**src/rtl/dmem_pkg.sv**
```systemverilog
// Shared definitions for the data memory controller: access-size codes,
// FSM state type, wait-counter width and the sub-word alignment rule.
package dmem_pkg;

    localparam logic [1:0] SIZE_BYTE = 2'b00;
    localparam logic [1:0] SIZE_HALF = 2'b01;
    localparam logic [1:0] SIZE_WORD = 2'b10;

    localparam int unsigned WAIT_CNT_W = 4;

    typedef enum logic [1:0] {
        IDLE,
        WAIT,
        DONE
    } dmemState_t;

    // True when the access cannot be performed at this byte offset
    // (size 11 is never legal).
    function automatic logic isMisaligned(input logic [1:0] offset, input logic [1:0] size);
        logic bad;
        case (size)
            SIZE_BYTE: bad = 1'b0;
            SIZE_HALF: bad = offset[0];
            SIZE_WORD: bad = (offset != 2'b00);
            default:   bad = 1'b1;
        endcase
        return bad;
    endfunction

endpackage

```
**src/rtl/dmem_lane_align.sv**
```systemverilog
// Little-endian byte-lane steering: merges a sub-word store into the stored
// word and extracts/extends a sub-word load from it.
module dmem_lane_align
    import dmem_pkg::*;
(
    input  logic [1:0]  offset,
    input  logic [1:0]  size,
    input  logic        signExt,
    input  logic [31:0] storedWord,
    input  logic [31:0] storeData,
    output logic [31:0] mergedWord,
    output logic [31:0] readValue
);

    logic [7:0]  byteSel;
    logic [15:0] halfSel;

    // Select the addressed lane(s) for both the store merge and the load result
    always_comb begin
        mergedWord = storedWord;
        readValue  = storedWord;
        byteSel    = storedWord[{offset, 3'b000} +: 8];
        halfSel    = offset[1] ? storedWord[31:16] : storedWord[15:0];
        case (size)
            SIZE_BYTE: begin
                mergedWord[{offset, 3'b000} +: 8] = storeData[7:0];
                readValue = {{24{signExt & byteSel[7]}}, byteSel};
            end
            SIZE_HALF: begin
                if (offset[1]) begin
                    mergedWord[31:16] = storeData[15:0];
                end else begin
                    mergedWord[15:0] = storeData[15:0];
                end
                readValue = {{16{signExt & halfSel[15]}}, halfSel};
            end
            default: begin
                mergedWord = storeData;
                readValue  = storedWord;
            end
        endcase
    end

endmodule

```
**src/rtl/data_memory_ctrl.sv**
```systemverilog
// Word-organised data RAM with programmable wait states and a busy/done
// handshake. Define DMEM_SUBWORD_EN to enable byte/half accesses with
// sign/zero extension; otherwise every access is a word access.
module data_memory_ctrl
    import dmem_pkg::*;
#(
    parameter int unsigned DEPTH_WORDS = 64,
    parameter int unsigned WAIT_CYCLES = 2
) (
    input  logic        clock_in,
    input  logic        reset_n,
    input  logic [31:0] address,
    input  logic [31:0] writeData,
    input  logic        memWrite,
    input  logic        memRead,
    input  logic [1:0]  accessSize,
    input  logic        signExt,
    output logic [31:0] readData,
    output logic        busy,
    output logic        done,
    output logic        error
);

    localparam int unsigned IDX = $clog2(DEPTH_WORDS);
    localparam logic [WAIT_CNT_W-1:0] WAIT_LOAD =
        (WAIT_CYCLES == 0) ? '0 : WAIT_CNT_W'(WAIT_CYCLES - 1);

    dmemState_t            state;
    logic [WAIT_CNT_W-1:0] waitCnt;
    logic [IDX-1:0]        idxLat;
    logic [31:0]           dataLat;
    logic                  isWriteLat;
    logic                  errLat;
    logic [31:0]           mem [DEPTH_WORDS];
    logic [31:0]           storedWord;
    logic [31:0]           writeWord;
    logic [31:0]           loadValue;
    logic                  reqIllegal;
    logic                  request;
    logic                  unusedBits;

    assign request    = memRead | memWrite;
    assign storedWord = mem[idxLat];

`ifdef DMEM_SUBWORD_EN
    logic [1:0] offsetLat;
    logic [1:0] sizeLat;
    logic       signLat;

    // Legality of the request presented this cycle
    always_comb reqIllegal = (memRead & memWrite) | isMisaligned(address[1:0], accessSize);

    // Capture the sub-word attributes alongside the rest of the request
    always_ff @(posedge clock_in or negedge reset_n) begin
        if (!reset_n) begin
            offsetLat <= '0;
            sizeLat   <= '0;
            signLat   <= 1'b0;
        end else if (state == IDLE && request) begin
            offsetLat <= address[1:0];
            sizeLat   <= accessSize;
            signLat   <= signExt;
        end
    end

    dmem_lane_align uLaneAlign (
        .offset     (offsetLat),
        .size       (sizeLat),
        .signExt    (signLat),
        .storedWord (storedWord),
        .storeData  (dataLat),
        .mergedWord (writeWord),
        .readValue  (loadValue)
    );

    assign unusedBits = ^address[31:IDX+2];
`else
    // Legality of the request presented this cycle
    always_comb reqIllegal = (memRead & memWrite) | (address[1:0] != 2'b00);

    assign writeWord  = dataLat;
    assign loadValue  = storedWord;
    assign unusedBits = ^{address[31:IDX+2], accessSize, signExt};
`endif

    // Request FSM with registered handshake and load result
    always_ff @(posedge clock_in or negedge reset_n) begin
        if (!reset_n) begin
            state      <= IDLE;
            waitCnt    <= '0;
            idxLat     <= '0;
            dataLat    <= '0;
            isWriteLat <= 1'b0;
            errLat     <= 1'b0;
            readData   <= '0;
            busy       <= 1'b0;
            done       <= 1'b0;
            error      <= 1'b0;
        end else begin
            done  <= 1'b0;
            error <= 1'b0;
            case (state)
                IDLE: begin
                    busy <= 1'b0;
                    if (request) begin
                        idxLat     <= address[IDX+1:2];
                        dataLat    <= writeData;
                        isWriteLat <= memWrite;
                        errLat     <= reqIllegal;
                        busy       <= 1'b1;
                        if (reqIllegal || WAIT_CYCLES == 0) begin
                            state <= DONE;
                        end else begin
                            state   <= WAIT;
                            waitCnt <= WAIT_LOAD;
                        end
                    end
                end
                WAIT: begin
                    if (waitCnt == '0) begin
                        state <= DONE;
                    end else begin
                        waitCnt <= waitCnt - 1'b1;
                    end
                end
                DONE: begin
                    done  <= 1'b1;
                    error <= errLat;
                    if (!errLat && !isWriteLat) begin
                        readData <= loadValue;
                    end
                    state <= IDLE;
                end
                default: state <= IDLE;
            endcase
        end
    end

    // Storage array: not reset; a write commits on the completion edge
    always_ff @(posedge clock_in) begin
        if (state == DONE && isWriteLat && !errLat) begin
            mem[idxLat] <= writeWord;
        end
    end

endmodule

```
**config.mk**
```make
export PLATFORM = sky130hd
export DESIGN_NAME = data_memory_ctrl
export DESIGN_NICKNAME = d
export VERILOG_FILES = /design/src/rtl/dmem_pkg.sv /design/src/rtl/dmem_lane_align.sv /design/src/rtl/data_memory_ctrl.sv
export SDC_FILE = /design/constraint.sdc
export NUM_CORES = 2
export LEC_CHECK = 0
export CORE_ASPECT_RATIO = 0.6
export CORE_MARGIN = 2
export CORE_UTILIZATION = 50
export CTS_BUF_LIST = sky130_fd_sc_hd__clkbuf_16
export CTS_CLUSTER_SIZE = 8
export DETAILED_ROUTE_END_ITERATION = 12
export PLACE_DENSITY = 0.66
export SYNTH_ARGS = -nofsm -noshare
export SYNTH_HDL_FRONTEND = slang
export SYNTH_SLANG_ARGS = --single-unit
```
**constraint.sdc**
```tcl
create_clock -name clock_in -period 4.7 [get_ports clock_in]
set_clock_uncertainty 0.1 [all_clocks]
set_input_delay 0.94 -clock clock_in [delete_from_list [all_inputs] [get_ports clock_in]]
set_output_delay 0.94 -clock clock_in [all_outputs]
set_load 0.1 [all_outputs]
```
# Yosys cells after proc, flatten, opt, wreduce, memory -nomap -nowiden
# Memory sizes are Yosys's and may differ from the RTL's. A register that Yosys moved wholly into a read port is not among the register bits.
# Cells that the tools add are included.
# totals
reg_bits	49
mem_bits_rw	2048
inputBits	71
out_inout_bits	35
elab_cells	47
memories	1
# classes
n_addsub	1
eq_ne	6
n_mux	13
bitwise	3
n_reduce_logical	14
# memory_table
memory	words	width	rd	rd_ports_with_merged_regs	wr	line	source
mem	64	32	1	1	1	data_memory_ctrl.sv:34	logic [31:0] mem [DEPTH_WORDS];
# ops
cell	count
2-to-1 mux 4 bit	3
!= test 2 bit (second input constant)	4
one-hot mux 4 bit (2 select lines)	1
2-to-1 mux 2 bit	3
AND reduction 2 bit	3
2-to-1 mux 1 bit	5
zero test 4 bit	1
one-hot mux 2 bit (2 select lines)	1
AND reduction 4 bit	1
nonzero test 2 bit	2
subtractor 4 x 1 -> 4 bit (second input constant)	1
logical AND 1 bit	3
zero test 1 bit	3
equality test 2 x 1 -> 1 bit (second input constant)	1
equality test 2 bit (second input constant)	1
zero test 2 bit	1
OR 1 bit	2
bitwise AND 1 bit	1

# Logic depth before layout (Yosys ltp)
# logic_depth
word_depth	5
ltp_mapped	12

# Worst setup path before layout
# No wires, ideal clock.
# synth_path
kind	register to register
start	register idxLat[0]
end	memory mem[32][0] (enable)
setup_time_ns	0.421
arrival_ns	2.970
t_required_ns	4.179
path_slack_ns	1.209
stages_incl_launch_ff	9
n_path_buf	5
synth_period_minus_slack_ns	3.491
cell_sequence	dfrtp_1 buf_6 buf_8 buf_6 nor3_1 buf_2 buf_2 nand2_1 nor2_1
# synth_rtl
element	line	source
start, declared	data_memory_ctrl.sv:30	logic [IDX-1:0] idxLat;
start signal, assigned	data_memory_ctrl.sv:106	idxLat <= address[IDX+1:2];
end, declared	data_memory_ctrl.sv:34	
# No word-level cell before the write port.

==> results.txt <==
- Worst hold path class: input pin to async pin
- The core region is 0.162 mm2.
- Summed over all cells, the static leakage comes to 31.3 nW.
* Pre-antenna DRT Iters: 6
- The tree built by TritonCTS fans out to 2,129 sinks.
- The number of clock buffers added by TritonCTS is 308.
* Ordered list of cells on the worst path: buf_12, or2_2, nor2_1, buf_4, a22oi_1, a21oi_1, nor3_1, a31oi_1
- The synthesized netlist occupies a cell area of 0.0818 mm2.
* TritonCTS clock tree: done
* Residual DRC count: 0
- For the worst-skew pair, the clock arrives at the later sink with an insertion delay of 0.84 ns.
- The design draws 64.7 mW.
- In this run the critical register-to-register path is captured at readData[4]$_DFFE_PN0P_.
* Number of H-tree levels: 5
- Global-route wire length before repair: 343,000 um
- Synthesis produced a netlist with a net count of 4,390.
- Of all cell types, the one taking the most synthesized area is sky130_fd_sc_hd__edfxtp_1.
- Via density per instance: 6.70
- Yosys mapped the design onto 76 distinct sky130hd cell types.
* Maximum cell stage delay along the critical path: 1.10 ns
* Most area-consuming cells after synthesis: sky130_fd_sc_hd__edfxtp_1 (75%), sky130_fd_sc_hd__mux4_2 (4.7%), sky130_fd_sc_hd__mux2i_1 (2.6%)
* Maximum number of pins on one net before global-route repair: 98
- Worst reg2reg path startpoint: idxLat[0]$_DFFE_PN0P_
- Final HPWL DP: 145,000 um
- The congestion estimate from routability-driven global placement came to 0.875.
- In this run, synthesis inferred 2,048 flip-flops with an integrated enable.
- Portion of the post-synthesis area used by sequential elements: 0.777
- Headroom to the max-slew limit came out at 0.0762.
* Number of nets in the final layout: 4,763
- Among all flip-flop cells after synthesis, the most frequent one is sky130_fd_sc_hd__edfxtp_1.
- Total of endpoints with negative setup slack in the final report: 0
- Of all nets on the critical path, the largest fanout is 34.
* Routed len/inst: 34.8 um
- Worst Setup EP: readData[4]$_DFFE_PN0P_
- Count of state elements after synthesis: 2,129
* # rows: 114
- The initial utilization of the core area, before any placement, comes to 0.505.
- DRT iter0 DRCs: 8,080
* Fraction of final layout cells sized beyond drive strength 1: 0.226
- Number of global-route vias before repair: 45,200
* Post-DRT Antenna Nets: 0
- At the worst endpoint, the arrival time is 4.46 ns.
- Most common cell after layout, fill and taps aside: sky130_fd_sc_hd__edfxtp_1
* Asr flop ratio synth: 0.0380
* Number of antenna violations at the first check in global routing: 6
- Across every metal layer, demand over resource in global routing totals 0.291.
- The count of final hold-check violations was 0.
* Highest-delay cell along the critical path: sky130_fd_sc_hd__nor3_1
* Setup TNS Final: 0 ns
- Synthesis produced a netlist whose cell count is 4,318.
- The worst-case IR drop observed on VDD is 621 uV.
- Synth Warn #: 0
- Reg clk slew, reported paths: 0.05 ns
- The die is 317 um tall.
* Crit path time final: 3.93 ns
- Outcome: complete, no violations
- Cell depth of the worst flop-to-flop path: 8
- Minimum setup slack among reg-to-reg paths: 0.77 ns
- Summed over all layers, the global routing overflow is 0.
- CTS max path bufs: 4
- Leading cell types in the layout, fill and taps excluded: sky130_fd_sc_hd__edfxtp_1 (2,048), sky130_fd_sc_hd__clkbuf_16 (316), sky130_fd_sc_hd__buf_4 (236)
* Mean cell area of the mapped netlist: 18.9 um2
- 106 I/O pins were placed.
- Capturing element type of the critical path: flop
- Die width: 526 um
- Buffers added to address setup during post-CTS repair amount to 0.
* Final-report max-slew violation count: 0
- The floorplan step defined a die boundary enclosing 0.167 mm2.
- Final routed wirelength across all metal layers: 244,000 um
- Static timing analysis puts the maximum clock frequency at 254 MHz.
- Post-CTS repair changed the size of 0 cells.
* Worst setup startpoint: idxLat[0]$_DFFE_PN0P_
- Actual transition at the worst max-transition pin: 1.38 ns
- Type of element launching the critical path: flop
* Critical setup path kind: flop to flop
- RSZ-0062 raised after global routing: false
- # Max-Cap Violations: 0
- The number of hold buffers added after CTS was 0.
- In this run the clock root is driven by a sky130_fd_sc_hd__clkbuf_16.
- Fill cells in the final layout number 11,600.
- Compared with the post-synthesis result, the final layout area differs by 17.0%.
* Data required time of the critical path: 5.23 ns
- Cell Pwr Density: 677 mW/mm2
- The routed layout has 47,100 vias.
- Fin crit share: 0.836
- Synth top area share: 0.752
* Buffers added on ports: 78
==> logic make-up (layout without fill, tap and decap cells) <==
logic type	Yosys count	after routing	share of synthesized area
DFF	2129	2129	0.777
AOI/OAI and AO/OA	924	924	0.0826
muxes	556	556	0.0972
and+or+nand+nor	404	404	0.0221
buffers and inverters	301	856	0.0206
xor gates and xnor gates	3	3	0.000321
adders and majority gates	1	1	0.000153
other	0	3	0
==> worst max-delay path, delay by kind of cell (launching register included) <==
family                 cells  cell delay (ns)
buffers and inverters      2             0.47
and+or+nand+nor            3             1.47
AOI/OAI and AO/OA          3             0.57
DFF                        1             1.05
==> layer usage <==
layer / global-route usage / vias up / wire, um
li1: - / 18700 / -
met4: 0.0808 / 4 / 6890
met5: 0 / - / 20
met3: 0.0820 / 425 / 35200
met1: 0.447 / 24400 / 99200
met2: 0.406 / 3551 / 103000
==> power by group <==
| group | total [mW] | switching, mW | internal, mW |
|---|---|---|---|
| logic | 18.4 | 12.4 | 5.97 |
| registers | 26.6 | 2.47 | 24.1 |
| clock network | 19.8 | 7.83 | 12.0 |
| total | 64.7 | 22.7 | 42.0 |
==> Yosys cell counts (11+ instances only) <==
master	instances
sky130_fd_sc_hd__dfrtp_1	81
sky130_fd_sc_hd__mux2_2	170
sky130_fd_sc_hd__o22ai_1	81
sky130_fd_sc_hd__o211ai_1	15
sky130_fd_sc_hd__and3_1	11
sky130_fd_sc_hd__buf_4	42
sky130_fd_sc_hd__a22oi_1	142
sky130_fd_sc_hd__a31oi_1	24
sky130_fd_sc_hd__a222oi_1	11
sky130_fd_sc_hd__a21oi_1	132
sky130_fd_sc_hd__edfxtp_1	2048
sky130_fd_sc_hd__a221o_1	36
sky130_fd_sc_hd__a211oi_1	14
sky130_fd_sc_hd__mux2i_1	209
sky130_fd_sc_hd__buf_2	116
sky130_fd_sc_hd__clkbuf_1	79
sky130_fd_sc_hd__nand3_1	19
sky130_fd_sc_hd__mux4_2	172
sky130_fd_sc_hd__buf_6	30
sky130_fd_sc_hd__o32a_1	17
sky130_fd_sc_hd__o21ai_0	129
sky130_fd_sc_hd__nand2_1	115
sky130_fd_sc_hd__o2bb2ai_1	16
sky130_fd_sc_hd__a221oi_1	202
sky130_fd_sc_hd__buf_1	26
sky130_fd_sc_hd__a22o_1	38
sky130_fd_sc_hd__nor2_1	193
==> worst min-delay path by stage <==
stage / from / cells after the start / to / slack, ns
detailed placement: state[1]$_DFFE_PN0P_ / 1 / state[1]$_DFFE_PN0P_ / 0.40
floorplan: state[1]$_DFFE_PN0P_ / 1 / state[1]$_DFFE_PN0P_ / 0.36
global route: reset_n / 1 / dataLat[1]$_DFFE_PN0P_ / 0.28
CTS: reset_n / 1 / dataLat[1]$_DFFE_PN0P_ / 0.23
finish: reset_n / 1 / dataLat[27]$_DFFE_PN0P_ / 0.23
global placement: waitCnt[0]$_DFFE_PN0P_ / 1 / waitCnt[0]$_DFFE_PN0P_ / 0.39
==> through the flow <==
| step | hold slack [ns] | cell area [um2] | cells | util | setup WS, ns |
|---|---|---|---|---|---|
| after global routing | 0.276 | 95600 | 7021 | 0.591 | 0.780 |
| after global placement | 0.385 | 86900 | 6527 | 0.537 | 1.03 |
| after floorplan | 0.361 | 81800 | 4318 | - | 1.21 |
| after CTS | 0.226 | 95600 | 7019 | 0.591 | 0.983 |
| final | 0.235 | 95600 | 7022 | 0.591 | 0.771 |
| after detailed placement | 0.403 | 86900 | 6527 | 0.537 | 0.987 |
==> final cells by class <==
cell class / count / area (um2) / share of cell area
inverter: 6 / 31.3 / 0.000327
tap: 2146 / 2690 / 0.0281
clock inverter: 176 / 821 / 0.00858
sequential: 2129 / 63600 / 0.665
multi-input combinational: 1888 / 17200 / 0.179
antenna: 3 / 7.51 / 0.0000785
timing repair buffer: 358 / 3440 / 0.0360
clock buffer: 316 / 7910 / 0.0827
==> flip-flops by register name, indices dropped and copies added, names as in the netlist <==
signal / flops
errLat: 1
error: 1
state: 2
isWriteLat: 1
waitCnt: 4
mem: 2048
dataLat: 32
idxLat: 6
busy: 1
done: 1
readData: 32
Note: power is estimated with default switching activity, not from simulation.
